$ cat config.mk
export PLATFORM = sky130hd
export DESIGN_NAME = ddr_cmd_sched
export DESIGN_NICKNAME = d
export VERILOG_FILES = /design/src/rtl/ddr_cmd_sched.sv
export SDC_FILE = /design/constraint.sdc
export NUM_CORES = 1
export LEC_CHECK = 0
export ABC_CLOCK_PERIOD_IN_PS = 5600
export CAP_MARGIN = 10
export CELL_PAD_IN_SITES_DETAIL_PLACEMENT = 1
export CELL_PAD_IN_SITES_GLOBAL_PLACEMENT = 1
export CORE_ASPECT_RATIO = 0.6
export CORE_MARGIN = 2
export CORE_UTILIZATION = 54
export DETAILED_ROUTE_END_ITERATION = 8
export DONT_BUFFER_PORTS = 1
export MAX_ROUTING_LAYER = met4
export PLACE_DENSITY_LB_ADDON = 0.1
export SLEW_MARGIN = 20
export SYNTH_ARGS = -nofsm -noshare
export SYNTH_HDL_FRONTEND = slang
export SYNTH_SLANG_ARGS = --single-unit
$ cat constraint.sdc
create_clock -name CK_c -period 5.6 [get_ports CK_c]
set_input_delay 0.56 -clock CK_c [delete_from_list [all_inputs] [get_ports CK_c]]
set_output_delay 0.56 -clock CK_c [all_outputs]
set_load 0.005 [all_outputs]
$ cat src/rtl/ddr_cmd_sched.sv
// DDR4 command scheduler: in-order request queue, per-bank open-row tracking,
// PRE/ACT insertion, refresh handling and registered DDR4 pin encoding.
module ddr_cmd_sched #(
    parameter int BG_W  = 2,
    parameter int BA_W  = 2,
    parameter int ROW_W = 14,
    parameter int COL_W = 10,
    parameter int DEPTH = 8,
    parameter int T_RP  = 11,
    parameter int T_RCD = 11,
    parameter int T_CCD = 4,
    parameter int T_RFC = 208
) (
    input  logic             CK_c,
    input  logic             reset_n,
    input  logic             req_valid,
    output logic             req_ready,
    input  logic [1:0]       req_type,
    input  logic [BG_W-1:0]  req_bg,
    input  logic [BA_W-1:0]  req_ba,
    input  logic [ROW_W-1:0] req_row,
    input  logic [COL_W-1:0] req_col,
    input  logic             ref_req,
    output logic             ref_ack,
    output logic [3:0]       cmd_code,
    output logic             cs_n,
    output logic             act_n,
    output logic             RAS_n_A16,
    output logic             CAS_n_A15,
    output logic             WE_n_A14,
    output logic             A17,
    output logic             A13,
    output logic             A12_BC_n,
    output logic             A11,
    output logic             A10_AP,
    output logic [9:0]       A9_A0,
    output logic [BG_W-1:0]  bg_addr,
    output logic [BA_W-1:0]  ba_addr
);

    localparam int BK_W    = BG_W + BA_W;
    localparam int NB      = 1 << BK_W;
    localparam int PTR_W   = $clog2(DEPTH);
    localparam int QC_W    = PTR_W + 1;
    localparam int T_MAX_0 = (T_RP > T_RCD) ? T_RP : T_RCD;
    localparam int T_MAX_1 = (T_CCD > T_RFC) ? T_CCD : T_RFC;
    localparam int T_MAX   = (T_MAX_0 > T_MAX_1) ? T_MAX_0 : T_MAX_1;
    localparam int CNT_W   = $clog2(T_MAX) + 1;

    localparam logic [CNT_W-1:0] LD_RP  = CNT_W'(T_RP - 1);
    localparam logic [CNT_W-1:0] LD_RCD = CNT_W'(T_RCD - 1);
    localparam logic [CNT_W-1:0] LD_CCD = CNT_W'(T_CCD - 1);
    localparam logic [CNT_W-1:0] LD_RFC = CNT_W'(T_RFC - 1);
    localparam logic [QC_W-1:0]  FULL   = QC_W'(DEPTH);

    typedef enum logic [2:0] {
        IDLE,
        WAIT_RP,
        WAIT_RCD,
        WAIT_CCD,
        WAIT_RFC
    } state_t;

    typedef enum logic [3:0] {
        CMD_DES  = 4'd0,
        CMD_ACT  = 4'd1,
        CMD_RD   = 4'd2,
        CMD_WR   = 4'd3,
        CMD_RDA  = 4'd4,
        CMD_WRA  = 4'd5,
        CMD_PRE  = 4'd6,
        CMD_PREA = 4'd7,
        CMD_REF  = 4'd8
    } cmd_t;

    typedef struct packed {
        logic [1:0]       rtype;
        logic [BG_W-1:0]  bg;
        logic [BA_W-1:0]  ba;
        logic [ROW_W-1:0] row;
        logic [COL_W-1:0] col;
    } req_t;

    req_t             q_mem [DEPTH];
    logic [PTR_W-1:0] wr_ptr;
    logic [PTR_W-1:0] rd_ptr;
    logic [QC_W-1:0]  q_count;
    logic [QC_W-1:0]  q_count_nxt;
    logic             push;
    logic             pop;
    req_t             head;
    logic [BK_W-1:0]  head_bank;
    logic [17:0]      act_row;

    logic [NB-1:0]    bank_open;
    logic [ROW_W-1:0] bank_row [NB];

    state_t           state;
    logic [CNT_W-1:0] wait_cnt;
    cmd_t             cmd_nxt;
    logic [9:0]       ctrl_nxt;
    logic [9:0]       addr_nxt;
    logic [BG_W-1:0]  bg_nxt;
    logic [BA_W-1:0]  ba_nxt;

    // req_ready is registered from the count, so a slot freed by a pop only
    // becomes visible to the host one cycle later.
    assign push        = req_valid && req_ready;
    assign head        = q_mem[rd_ptr];
    assign head_bank   = {head.bg, head.ba};
    assign act_row     = 18'(head.row);
    assign q_count_nxt = q_count + QC_W'(push) - QC_W'(pop);

    always_comb begin
        cmd_nxt = CMD_DES;
        pop     = 1'b0;
        if (state == IDLE) begin
            if (ref_req) begin
                cmd_nxt = (|bank_open) ? CMD_PREA : CMD_REF;
            end else if (q_count != '0) begin
                if (!bank_open[head_bank]) begin
                    cmd_nxt = CMD_ACT;
                end else if (bank_row[head_bank] != head.row) begin
                    cmd_nxt = CMD_PRE;
                end else begin
                    pop = 1'b1;
                    case (head.rtype)
                        2'd0:    cmd_nxt = CMD_RD;
                        2'd1:    cmd_nxt = CMD_WR;
                        2'd2:    cmd_nxt = CMD_RDA;
                        default: cmd_nxt = CMD_WRA;
                    endcase
                end
            end
        end
    end

    // ctrl_nxt order: cs_n, act_n, RAS, CAS, WE, A17, A13, A12, A11, A10.
    always_comb begin
        ctrl_nxt = '1;
        addr_nxt = '1;
        bg_nxt   = '1;
        ba_nxt   = '1;
        case (cmd_nxt)
            CMD_ACT: begin
                ctrl_nxt = {2'b00, act_row[16], act_row[15], act_row[14],
                            act_row[17], act_row[13], act_row[12], act_row[11], act_row[10]};
                addr_nxt = act_row[9:0];
                bg_nxt   = head.bg;
                ba_nxt   = head.ba;
            end
            CMD_RD, CMD_RDA: begin
                ctrl_nxt = {5'b01101, 4'b1111, (cmd_nxt == CMD_RDA)};
                addr_nxt = 10'(head.col);
                bg_nxt   = head.bg;
                ba_nxt   = head.ba;
            end
            CMD_WR, CMD_WRA: begin
                ctrl_nxt = {5'b01100, 4'b1111, (cmd_nxt == CMD_WRA)};
                addr_nxt = 10'(head.col);
                bg_nxt   = head.bg;
                ba_nxt   = head.ba;
            end
            CMD_PRE: begin
                ctrl_nxt = {5'b01010, 5'b11110};
                bg_nxt   = head.bg;
                ba_nxt   = head.ba;
            end
            CMD_PREA: ctrl_nxt = {5'b01010, 5'b11111};
            CMD_REF:  ctrl_nxt = {5'b01001, 5'b11111};
            default:  ;
        endcase
    end

    // Storage without reset: stale contents are unreachable once pointers
    // and open flags are cleared.
    always_ff @(posedge CK_c) begin
        if (push) begin
            q_mem[wr_ptr] <= {req_type, req_bg, req_ba, req_row, req_col};
        end
        if (cmd_nxt == CMD_ACT) begin
            bank_row[head_bank] <= head.row;
        end
    end

    always_ff @(posedge CK_c) begin
        if (!reset_n) begin
            wr_ptr    <= '0;
            rd_ptr    <= '0;
            q_count   <= '0;
            req_ready <= 1'b1;
            bank_open <= '0;
            state     <= IDLE;
            wait_cnt  <= '0;
            cmd_code  <= 4'd0;
            ref_ack   <= 1'b0;
            {cs_n, act_n, RAS_n_A16, CAS_n_A15, WE_n_A14,
             A17, A13, A12_BC_n, A11, A10_AP} <= '1;
            A9_A0     <= '1;
            bg_addr   <= '1;
            ba_addr   <= '1;
        end else begin
            if (push) begin
                wr_ptr <= wr_ptr + PTR_W'(1);
            end
            if (pop) begin
                rd_ptr <= rd_ptr + PTR_W'(1);
            end
            q_count   <= q_count_nxt;
            req_ready <= (q_count_nxt < FULL);

            cmd_code  <= cmd_nxt;
            ref_ack   <= (cmd_nxt == CMD_REF);
            {cs_n, act_n, RAS_n_A16, CAS_n_A15, WE_n_A14,
             A17, A13, A12_BC_n, A11, A10_AP} <= ctrl_nxt;
            A9_A0     <= addr_nxt;
            bg_addr   <= bg_nxt;
            ba_addr   <= ba_nxt;

            case (cmd_nxt)
                CMD_ACT:                   bank_open[head_bank] <= 1'b1;
                CMD_PRE, CMD_RDA, CMD_WRA: bank_open[head_bank] <= 1'b0;
                CMD_PREA:                  bank_open <= '0;
                default:                   ;
            endcase

            // A wait of N loads N-1 and leaves when the count drops to 1, so
            // the next command lands exactly N cycles after the current one.
            if (state == IDLE) begin
                case (cmd_nxt)
                    CMD_ACT: begin
                        state    <= WAIT_RCD;
                        wait_cnt <= LD_RCD;
                    end
                    CMD_PRE, CMD_PREA, CMD_RDA, CMD_WRA: begin
                        state    <= WAIT_RP;
                        wait_cnt <= LD_RP;
                    end
                    CMD_RD, CMD_WR: begin
                        state    <= WAIT_CCD;
                        wait_cnt <= LD_CCD;
                    end
                    CMD_REF: begin
                        state    <= WAIT_RFC;
                        wait_cnt <= LD_RFC;
                    end
                    default: ;
                endcase
            end else if (wait_cnt <= CNT_W'(1)) begin
                state    <= IDLE;
                wait_cnt <= '0;
            end else begin
                wait_cnt <= wait_cnt - CNT_W'(1);
            end
        end
    end

endmodule

# Word level (Yosys, flattened, before mapping)
# Memories as Yosys holds them, arrays and structs flattened. A register that Yosys moved wholly into a read port is not among the register bits.
# Index checks and enable logic that the tools add are counted.
# totals
regBits,68
latchBits,0
ramBits,464
rom_bits,0
out_inout_bits,30
word_cells,98
mem_count,2
# classes
addsub,5
n_mul,0
div_mod_pow,0
magnitude_cmp,4
eq_ne,13
shifts,0
muxes,31
bitwise_logic,3
reduce_logical,18
# memory_table
memory,words,word_bits,rd,rd_clocked_by_memory_dff,write_ports,line,source
q_mem,8,30,1,1,1,84,req_t q_mem [DEPTH];
bank_row,16,14,1,0,1,96,logic [ROW_W-1:0] bank_row [NB];
# ops
operator,count
$pmux 10 s6,1
$pmux 16 s3,1
$pmux 9 s3,1
$mux 3,7
$pmux 10 s2,1
$mux 9,2
$and 16x16->16,1
$eq 4x3->1 const B,4
$not 16->16,1
$or 16x16->16,1
$reduce_or 16->1,1
$ne 14x14->1,1
$mux 4,3
$pmux 3 s4,1
$mux 1,11
$le 9x1->1 const B,1
$pmux 3 s3,1
$sub 9x1->9 const B,1
$eq 4x2->1 const B,2
$reduce_or 4->1,2
$add 3x1->3 const B,2
$reduce_or 2->1,3
$reduce_or 6->1,1
$lt 4x5->1 const B,1
other kinds (21),23

# Logic depth before layout (Yosys ltp)
# Gate-level depths: netlist of run 1.
# depth
depth_word,11
depth_mapped,23
depth_no_buf,18

# Worst setup path before layout of run 1
# Ideal clock, no wire load.
# synth_timing
path_kind,register -> register
start,register (tool-made name)
end,register q_count[2]
arrival_time_ns,4.299
setup_slack_ns,1.173
stages_incl_launch_ff,20
path_buffers,3
period_less_slack_ns,4.427
cell_sequence,dfxtp_1 > buf_4 > mux2_1 > o22a_1 > and2_1 > buf_2 > buf_6 > mux2i_1 > a221o_1 > or3_1 > a2111oi_4 > nand4_2 > nor3_4 > ha_1 > inv_1 > ha_1 > inv_1 > fa_1 > xor2_1 > nor2_1
# synth_rtl
element,line,source
to (signal assigned),209,q_count <= q_count_nxt;
to (decl),87,logic [QC_W-1:0] q_count;

==> results of run 1 <==
-- routing by layer --
layer	global-route usage [%]	up-vias	share of wire [%]
met5	-	-	0
met4	6.30	0	2.0
met1	42.8	6454	45
met3	6.75	86	8.7
met2	39.7	494	44
li1	-	5273	-
-- how the worst min path moves through the flow --
| stage | start | slack [ns] | end |
|---|---|---|---|
| floorplan | state[0]$_SDFFE_PN0P_ | 0.45 | state[0]$_SDFFE_PN0P_ |
| global placement | state[0]$_SDFFE_PN0P_ | 0.46 | state[0]$_SDFFE_PN0P_ |
| detailed placement | state[0]$_SDFFE_PN0P_ | 0.47 | state[0]$_SDFFE_PN0P_ |
| CTS | req_row[11] | 0.06 | q_mem[2][21]$_DFFE_PP_ |
| global route | req_bg[0] | 0.05 | q_mem[5][26]$_DFFE_PP_ |
| finish | req_type[0] | 0.07 | q_mem[6][28]$_DFFE_PP_ |
-- power breakdown --
group	internal [µW]	switching [µW]	leakage, µW
Sequential	4600	108	0.00476
Combinational	469	955	0.00258
Clock	1840	1450	0.000761
Total	6910	2510	0.00811
-- state kept, by name, indices dropped and copies added, names as in the netlist, 3 cells and up, named ones only --
signal and count:
rd_ptr 3, bank_open 16, state 3, q_mem 240, q_count 4, wait_cnt 9
A9_A0 10, bank_row 224, cmd_code 4, wr_ptr 3
-- per-stage QoR --
| step | power, µW | instances | hold slack (ns) | utilization [%] | setup WS [ns] |
|---|---|---|---|---|---|
| global route | 9770 | 1940 | 0.0526 | 61.2 | 0.0799 |
| CTS | 9460 | 1939 | 0.0568 | 61.2 | 0.336 |
| floorplan | 5730 | 1330 | 0.446 | - | 1.17 |
| finish | 9420 | 1940 | 0.0735 | 61.2 | 0.365 |
| global placement | 6140 | 1850 | 0.456 | 57.2 | 0.512 |
| detailed placement | 6190 | 1850 | 0.471 | 57.2 | 0.351 |
-- final cells by class --
| cell class | count | share of cell area, % |
|---|---|---|
| flip-flops and latches | 534 | 64.0 |
| multi-input cells | 701 | 24.2 |
| clock buffers | 63 | 5.46 |
| well taps | 522 | 2.73 |
| repair buffers | 60 | 2.09 |
| clock inverters | 26 | 0.992 |
| inverters | 33 | 0.522 |
| diodes | 1 | 0.0104 |
-- kinds of logic (layout without fill, tap and decap cells) --
group | count (synthesis) | in the layout | synth area share (%)
flip-flops | 534 | 534 | 71.2
adder cells (fa/ha/maj) | 10 | 10 | 0.616
XOR/XNOR | 18 | 18 | 0.732
AND/OR/NAND/NOR | 343 | 343 | 7.72
multiplexers | 190 | 190 | 12.7
buffers and inverters | 95 | 182 | 2.21
AO/OA/AOI/OAI | 140 | 140 | 4.80
other | 0 | 1 | 0
-- worst register-to-register path: cells and delay by family, from the launching register on --
| kind | cells | cell delay [ns] |
|---|---|---|
| buf+inv | 5 | 0.80 |
| compound gates | 3 | 0.85 |
| simple gates | 3 | 0.69 |
| flops | 1 | 0.34 |
| xor+xnor | 2 | 0.39 |
| mux | 2 | 1.26 |
| fa+ha+maj | 3 | 0.82 |
-- layout by cell type (no fill, tap or decap), drive strengths merged, types with 8 or more instances in the layout --
cell,instances
edfxtp,464
nand2,131
mux2i,120
dfxtp,70
nor2,67
mux4,66
clkbuf,63
buf,60
nand3,42
a21oi,36
inv,35
nor3,26
clkinv,19
o211ai,16
xnor2,15
a22oi,11
nor4,11
a211oi,10
nand2b,10
a32o,10
ha,9
a31oi,8
o21ai,8
==> key figures, run 1 <==
Outcome
  – Run status: complete, no violations

Clocking
  – Post-CTS clock slew at the launch and capture registers of the worst setup and hold paths: 0.07 ns
  – Number of levels the H-tree was split into: 2
  – Clock Path Buffers: 3
  – Latest clock arrival within the worst-skew pair: 0.58 ns
  – Count of cells resized by post-cts repair: 0
  – Buffers inserted during post-CTS setup optimization: 0
  – Hold-fix buffers, CTS: 0
  – TritonCTS Buffers: 48
  – Root buffer cell: sky130_fd_sc_hd__clkbuf_16
  – TritonCTS sink count: 534
  – Clock tree from TritonCTS: yes

STA
  – Fin. max-slew vios: 0
  – Minimum clock period after layout: 5.24 ns
  – Post-route setup TNS: 0 ns
  – Final Hold Violating Endpoints: 0
  – Share of the clock period used by the worst path: 93.5%
  – Slew @ Worst Pin: 1.13 ns
  – Number of endpoints failing setup at the final stage: 0
  – Setup repair after global routing missed its margin: no
  – Fin Clk Skew: 0.0232 ns
  – Maximum clock rate: 191 MHz
  – Relative max-transition margin: 24.7%

Yosys
  – Fraction of post-synthesis cell area in the top cell type by area: 64.7%
  – Mapped cell area: 0.0215 mm²
  – Post-synth ARST share: 0%
  – Gate count after technology mapping: 1330
  – Syn Area/Cell: 16.2 µm²
  – Cell with the most instances after synthesis: sky130_fd_sc_hd__edfxtp_1
  – Number of register bits inferred by synthesis: 534
  – Number of enable flip-flop cells after synthesis: 464
  – Synth top area cells: sky130_fd_sc_hd__edfxtp_1, sky130_fd_sc_hd__mux4_2, sky130_fd_sc_hd__dfxtp_1
  – Unique masters post-synth: 74
  – YS warnings: 0
  – Largest area contributor in the netlist: sky130_fd_sc_hd__edfxtp_1
  – Fraction of the yosys area taken by sequential cells: 71.2%
  – Primary FF master, synth: sky130_fd_sc_hd__edfxtp_1
  – Most numerous cell types in the synthesized netlist: sky130_fd_sc_hd__edfxtp_1, sky130_fd_sc_hd__nand2_1, sky130_fd_sc_hd__mux2i_1
  – Post-Synthesis Net Count: 1374

Worst hold path
  – Hold depth: 0
  – Worst hold path class: input pin to flop

Drt
  – Detailed-router iteration count before antenna repair: 5
  – Number of violations reported at the end of detailed-routing iteration 0: 1584
  – Number of remaining DRC errors: 0
  – Routed via count divided by cell count: 6.34
  – Wire length per cell: 29.0 µm
  – Via count: 12307
  – Overall routed net length: 56300 µm
  – Final ANT Viol Nets: 0

Final layout
  – Register area: 0.0153 mm²
  – Area grow syn2layout: 11.2%
  – Area occupied by multi-input gates: 0.00579 mm²
  – Net total in the final layout: 1422
  – Proportion of layout cells with a drive suffix above 1: 15.9%
  – Total non-filler cell area in the finished layout: 0.0240 mm²
  – Number of filler instances in the final layout: 3496

Die
  – Initial cell density of the core: 55.0%
  – Full die area: 0.0416 mm²
  – Number of rows in the core area: 56
  – IO Pins: 64
  – Core area: 0.0392 mm²
  – Horiz. Die Dim: 262 µm
  – Die height: 159 µm

Global route
  – First-pass GRT wire length: 84100 µm
  – Via count of the first global-routing pass: 12937
  – Total Routing Usage GR: 28.5%
  – Total grt overflow: 0
  – Number of antenna violations at the first check in global routing: 1
  – Pin count of the biggest net entering global routing: 85

Critical path
  – Ordered list of cells on the worst path: buf_12 > inv_2 > mux4_4 > clkinv_2 > mux4_2 > a22o_1 > a211o_1 > xnor2_1 > a2111oi_4 > nand4_2 > nor3_4 > ha_1 > inv_1 > ha_1 > inv_1 > fa_1 > xor2_1 > nor2_1
  – Sort of element at the start of the critical path: flop
  – Master of the slowest instance on the critical path: sky130_fd_sc_hd__mux4_4
  – Path type of the worst setup path: flop to flop
  – Crit path buffers/inverters: 5
  – CP top delay family: multiplexers
  – Setup slack, reg-to-reg: 0.36 ns
  – Req. time, crit path: 6.06 ns
  – Worst-path fanout max: 34
  – Crit end category: flop
  – Critical path arrival: 5.70 ns
  – Delay of the slowest cell on the worst path: 0.68 ns
  – Reg2Reg Capture Point: q_count[2]$_SDFF_PN0_
  – Count of cells along the worst register-to-register path: 18
  – Cell depth of the worst setup path: 18
  – Critical path endpoint: q_count[2]$_SDFF_PN0_

Placed design
  – Count of input and output buffers: 0
  – HPWL reported at the end of detailed placement: 35700 µm
  – Post-placement cell area: 0.0224 mm²
  – Final GP Congestion: 0.890

Job
  – Number of violations of the max-capacitance limit: 0

Power
  – Leakage power of the design: 0.00811 µW
  – PwrDens: 393 mW/mm²
  – Worst voltage drop across the vdd grid: 0.000333 V
(Power assumes the default switching activity.)
==> inputs of run 2 (changes only) <==
--- a/config.mk
+++ b/config.mk
@@ -10,7 +10,6 @@
 export CELL_PAD_IN_SITES_DETAIL_PLACEMENT = 1
 export CELL_PAD_IN_SITES_GLOBAL_PLACEMENT = 1
 export CORE_ASPECT_RATIO = 0.6
-export CORE_MARGIN = 2
 export CORE_UTILIZATION = 54
 export DETAILED_ROUTE_END_ITERATION = 8
 export DONT_BUFFER_PORTS = 1
==> run 2 against run 1 <==
Effect of this change: via count decreased by 0.48%; clock skew hardly changed; final area about the same; fmax is 0.99% lower; critical path type unchanged; worst setup slack worse by 0.052 ns; hold slack improved by 0.013 ns; clock power down 3%; die area fell by 2.0%; cell count up 0.31%.
==> key figures, run 2 (synthesis results as in run 1) <==
Worst hold path
  – Hold depth: 0 (unchanged)
  – Worst hold path class: input pin to flop

Drt
  – Total length of routed met2 wires: 23600 µm (-5.5%)
  – Via count: 12248 (-0.48%)
  – Detailed-router iteration count before antenna repair: 5 (unchanged)
  – Number of remaining DRC errors: 0 (unchanged)
  – Routed via count divided by cell count: 6.29 (-0.79%)
  – Top metal layer carrying routed signals: met4
  – Wire length per cell: 28.0 µm (-3.4%)
  – Metal3 WL: 4500 µm (-8.6%)
  – Overall routed net length: 54600 µm (-3.1%)
  – Met1 routed wirelength after detailed routing: 25600 µm (+1.1%)
  – Number of violations reported at the end of detailed-routing iteration 0: 1219 (-23%)
  – Final ANT Viol Nets: 0 (unchanged)

Power
  – Sequential share of power: 50.4% (+0.4 points)
  – Clock network power share: 34.3% (-0.6 points)
  – Internal Dissipation: 6870 µW (-0.49%)
  – Leakage power of the design: 0.00811 µW (about the same)
  – Psw: 2470 µW (-1.9%)
  – Worst voltage drop across the vdd grid: 0.000278 V (-16%)
  – PwrDens: 390 mW/mm² (-0.88%)
  – Logic pwr share: 15.3% (+0.2 points)
  – Switching portion of total power: 26.4% (-0.27 points)

Die
  – Horiz. Die Dim: 260 µm (-0.76%)
  – Number of rows in the core area: 56 (unchanged)
  – Die height: 157 µm (-1.3%)
  – Core area: 0.0392 mm² (unchanged)
  – IO Pins: 64 (unchanged)
  – Initial cell density of the core: 55.0% (unchanged)
  – Full die area: 0.0407 mm² (-2.0%)

Final layout
  – Biggest register: q_mem
  – Number of filler instances in the final layout: 3507 (+0.31%)
  – Net total in the final layout: 1431 (+0.63%)
  – Biggest regs: q_mem: 240 flops, bank_row: 224 flops, bank_open: 16 flops
  – Max reg flops: 240 (unchanged)
  – Diodes inserted: 0 (-1)
  – Post-route non-filler standard cell count: 1946 (+0.31%)
  – Area grow syn2layout: 11.2% (about the same)
  – Commonest cells after routing, fill and taps aside: sky130_fd_sc_hd__edfxtp_1, sky130_fd_sc_hd__nand2_1, sky130_fd_sc_hd__mux2i_1
  – Leading cell type in the layout, fill and taps excluded: sky130_fd_sc_hd__edfxtp_1
  – Proportion of layout cells with a drive suffix above 1: 16.2% (+0.27 points)

Critical path
  – Crit end category: flop
  – Delay of the slowest cell on the worst path: 0.63 ns (-0.05 ns)
  – Master of the slowest instance on the critical path: sky130_fd_sc_hd__or2_1
  – Critical path arrival: 5.70 ns (about the same)
  – Path type of the worst setup path: flop to flop
  – Worst-path fanout max: 13 (-62%)
  – Ordered list of cells on the worst path: nand2_1 > o22a_1 > a21oi_1 > or2_1 > buf_4 > nor2b_1 > a211o_1 > xnor2_1 > a2111oi_4 > nand4_2 > nor3_4 > ha_1 > inv_1 > ha_1 > inv_1 > fa_1 > xor2_1 > nor2_1
  – Sort of element at the start of the critical path: flop
  – Req. time, crit path: 6.01 ns (-0.05 ns)
  – Count of cells along the worst register-to-register path: 18 (unchanged)

Global route
  – First-pass GRT wire length: 81000 µm (-3.6%)
  – Number of antenna violations at the first check in global routing: 0 (-1)
  – Pin count of the biggest net entering global routing: 53 (-38%)
  – Total grt overflow: 0 (unchanged)
  – Via count of the first global-routing pass: 12497 (-3.4%)
  – Total Routing Usage GR: 28.2% (-0.29 points)

Placed design
  – Worst Setup Slack post-DPL: 0.0416 ns (-0.310 ns)
  – Placed cells: 1859 (+0.49%)
  – HPWL reported at the end of detailed placement: 35100 µm (-1.8%)
  – Count of input and output buffers: 0 (unchanged)
  – Final GP Congestion: 0.863 (-3.1%)

Clocking
  – Count of cells resized by post-cts repair: 0 (unchanged)
  – Post-CTS clock slew at the launch and capture registers of the worst setup and hold paths: 0.07 ns (about the same)
  – Latest clock arrival within the worst-skew pair: 0.57 ns (about the same)
  – Hold-fix buffers, CTS: 0 (unchanged)
  – Clock tree from TritonCTS: yes
  – TritonCTS Buffers: 48 (unchanged)
  – Buffers inserted during post-CTS setup optimization: 0 (unchanged)
  – TritonCTS sink count: 534 (unchanged)
  – Clock Path Buffers: 3 (unchanged)
  – Number of levels the H-tree was split into: 2 (unchanged)
  – Root buffer cell: sky130_fd_sc_hd__clkbuf_16

STA
  – Share of the clock period used by the worst path: 94.4% (+0.93 points)
  – Final Hold Violating Endpoints: 0 (unchanged)
  – Maximum clock rate: 189 MHz (-0.99%)
  – Minimum clock period after layout: 5.29 ns (+0.0522 ns)
  – Post-route setup TNS: 0 ns (unchanged)
  – Slew @ Worst Pin: 0.791 ns (-0.338 ns)
  – Relative max-transition margin: 45.7% (+21 points)
  – Worst setup slack after layout: 0.313 ns (-0.0522 ns)
  – Number of endpoints failing setup at the final stage: 0 (unchanged)
  – Setup repair after global routing missed its margin: no
  – Fin. max-slew vios: 0 (unchanged)
  – Fin Clk Skew: 0.0236 ns (+0.000464 ns)

Job
  – Number of violations of the max-capacitance limit: 0 (unchanged)

Outcome
  – Run status: complete, no violations
-- run 2: path summary, 6_finish.rpt --
| kind | slack (ns) | endpoint | from |
|---|---|---|---|
| max | 0.31 | q_count[2]$_SDFF_PN0_ | flop |
| min | 0.09 | q_mem[1][24]$_DFFE_PP_ | req_ba[0] |
| max reg2reg | 0.31 | q_count[2]$_SDFF_PN0_ | flop |
| min reg2reg | 0.47 | state[0]$_SDFFE_PN0P_ | state[0]$_SDFFE_PN0P_ |
-- run 2: through the flow --
step	util [%]	hold slack [ns]	instance area (µm²)	power [µW]
6_report	61.2	0.0862	24000	9340
3_3_place_gp	57.3	0.453	22500	6140
2_1_floorplan	-	0.446	21500	5730
3_5_place_dp	57.3	0.464	22500	6190
4_1_cts	61.2	0.0660	24000	9390
5_1_grt	61.2	0.0700	24000	9650
-- run 2: worst max-delay path: cells and delay by family, from the launching register on --
| kind | cells | cell delay [ns] |
|---|---|---|
| AND/OR/NAND/NOR | 6 | 1.64 |
| AO/OA/AOI/OAI | 4 | 1.31 |
| adder cells (fa/ha/maj) | 3 | 0.82 |
| flip-flops | 1 | 0.56 |
| XOR/XNOR | 2 | 0.42 |
| buffers and inverters | 3 | 0.39 |
-- run 2: power groups by stage --
stage                     combinational, µW  sequential (µW)  clock (µW)
final                                  1420             4710        3200
after global routing                   1540             4730        3380
after CTS                              1410             4710        3260
after detailed placement               1400             4790           0
after global placement                 1360             4780           0
after floorplan                         972             4760           0
-- run 2: cell type report --
type,instances,area [µm²],area share [%]
Multi-Input combinational cell,701,5790,24.2
Clock buffer,74,1390,5.80
Inverter,33,129,0.538
Clock inverter,13,115,0.480
Timing Repair Buffer,69,543,2.27
Tap cell,522,653,2.73
Sequential cell,534,15300,64.0
-- run 2: layer usage --
| layer | track usage, % | vias to the layer above |
|---|---|---|
| li1 | - | 5303 |
| met1 | 42.7 | 6437 |
| met2 | 39.1 | 446 |
| met3 | 6.25 | 62 |
| met4 | 5.43 | 0 |
| met5 | - | - |
==> variant, RTL diff (settings of run 2) <==
Set the parameter `COL_W` to 14 (it was 10).
--- a/src/rtl/ddr_cmd_sched.sv
+++ b/src/rtl/ddr_cmd_sched.sv
@@ -4,7 +4,7 @@
     parameter int BG_W  = 2,
     parameter int BA_W  = 2,
     parameter int ROW_W = 14,
-    parameter int COL_W = 10,
+    parameter int COL_W = 14,
     parameter int DEPTH = 8,
     parameter int T_RP  = 11,
     parameter int T_RCD = 11,
Ports: changed (resized req_col); port bits go from 64 to 68. The function was not compared with the original's and may differ.
==> variant against run 2 <==
Synthesized area grew 1.4%. Power grew 1.3%. Sequential cell count is the same. Via count shrank 1.1%. Worst setup slack lost 0.016 ns. Routed wire length shrank 0.43%. Final area grew 1.5%. Critical endpoint unchanged. Largest power group unchanged. Highest routed layer unchanged.
==> variant: results (changes against run 2) <==
logic_synthesis:
  synth_edf_count: 464  # unchanged
  synth_commonest_cells: "edfxtp_1, mux2i_1, nor2_1, dfxtp_1, mux4_2"
  yosysSeqAreaShare_pct: 70.2  # -0.95 points
  synth_flop_cell: "edfxtp_1"
  synthesis.area_per_instance_um2: 16.6  # +2.2%
  yosys_warnings: 0  # unchanged
  synth_cell_types: 63  # -15%
  synth.top_cells.by_area: "edfxtp_1, mux2i_1, mux4_2"
  async_reset_ff_share_pct: 0  # unchanged
grt:
  grt_max_degree: 34  # -36%
  met2_usage_pct: 40.4  # +1.3 points
  grt_usage_pct: 27.7  # -0.54 points
  grt_pass1_vias: 12400  # -0.70%
  met1_usage_pct: 40.3  # -2.4 points
  met3_usage_pct: 5.44  # -0.81 points
  antenna_found_initial: 1  # +1
  grt_pass1_wl_mm: 80.2  # -1.1%
timing:
  fin_worst_skew_ns: 0.0197  # -0.00391 ns
  hold_ws_ns: 0.0731  # -0.0132 ns
  worstMarginPinSlew_ns: 0.892  # +0.101 ns
  period_minus_slack_ns: 5.30  # +0.0162 ns
setup_path:
  crit_arrival_ns: 5.75  # +0.05 ns
  critPathMaxFanout: 30  # +17
  slowest_stage: "dfxtp_4"
  endpoint: "q_count[2]"
  crit_path_max_incr_delay_ns: 0.58  # -0.05 ns
  r2r_setup_slack_ns: 0.30  # -0.02 ns
  r2r_cells: 20  # +2
  reg2reg_to: "q_count[2]"
routing:
  drt-pass1-iter-count: 4  # -1
  finalWirelength_mm: 54.3  # -0.43%
  viasPerCell: 6.29  # about the same
  drt_iter0_drc: 1187  # -2.6%
clock_tree:
  ctsResizeCount: 0  # unchanged
  post_cts_buffers: 0  # unchanged
  clk_latency_ns: 0.58
  cts_max_path_buffers: 3  # unchanged
  h-tree-depth: 2  # unchanged
placement:
  io_buffers: 0  # unchanged
  placed_area_mm2: 0.0227  # +1.1%
  dp.cells: 1837  # -1.2%
  dp_slack_ns: 0.135  # +0.0938 ns
  place_congestion: 0.843  # -2.3%
  hpwlAfterDp_mm: 34.5  # -1.5%
finish:
  top_regs: "q_mem (240), bank_row (224), bank_open (16)"
  nFillCells: 3503  # -0.11%
  nNetsFinal: 1413  # -1.3%
  drive_gt1_share_pct: 18.0  # +1.8 points
  instances_no_fill: 1927  # -0.98%
  num_antenna_cells: 0  # unchanged
power_and_ir_drop:
  ir_worst_vdd_uv: 298  # +7.2%
  leakagePower_nw: 8.33  # +2.7%
run_status:
  outcome: "completed"
min_path:
  hold_depth: 0  # unchanged
  hold_end: "q_mem[1][17]"
  min_from: "req_row[3]"
variant: area by class of cell:
type                       count  area (um2)  share of cell area [%]
timing repair buffer          65         542                    2.23
clock buffer                  69        1400                    5.77
tap                          522         653                    2.69
inverter                      40         153                   0.628
multi-input combinational    676        6030                    24.8
sequential                   534       15300                    63.1
clock inverter                21         190                   0.782
variant: cells by family (layout without fill, tap and decap cells):
kind of cell               after synthesis  in the layout  synth area share, %
muxes                                  250            250                 15.3
and+or+nand+nor                        271            271                 6.46
DFF                                    534            534                 70.2
buffers and inverters                  109            195                 2.57
adders and majority gates               10             10                0.607
xor gates and xnor gates                10             10                0.401
AOI/OAI and AO/OA                      135            135                 4.47
variant: metal layers:
layer	part of all wire, %	up-vias
met5	0	-
met4	1.8	0
met3	7.5	77
met2	45	400
met1	46	6382
li1	-	5259
variant: power by group:
group	switching [mW]	internal, mW
Clock	1.44	1.89
Sequential	0.108	4.60
Combinational	0.930	0.490
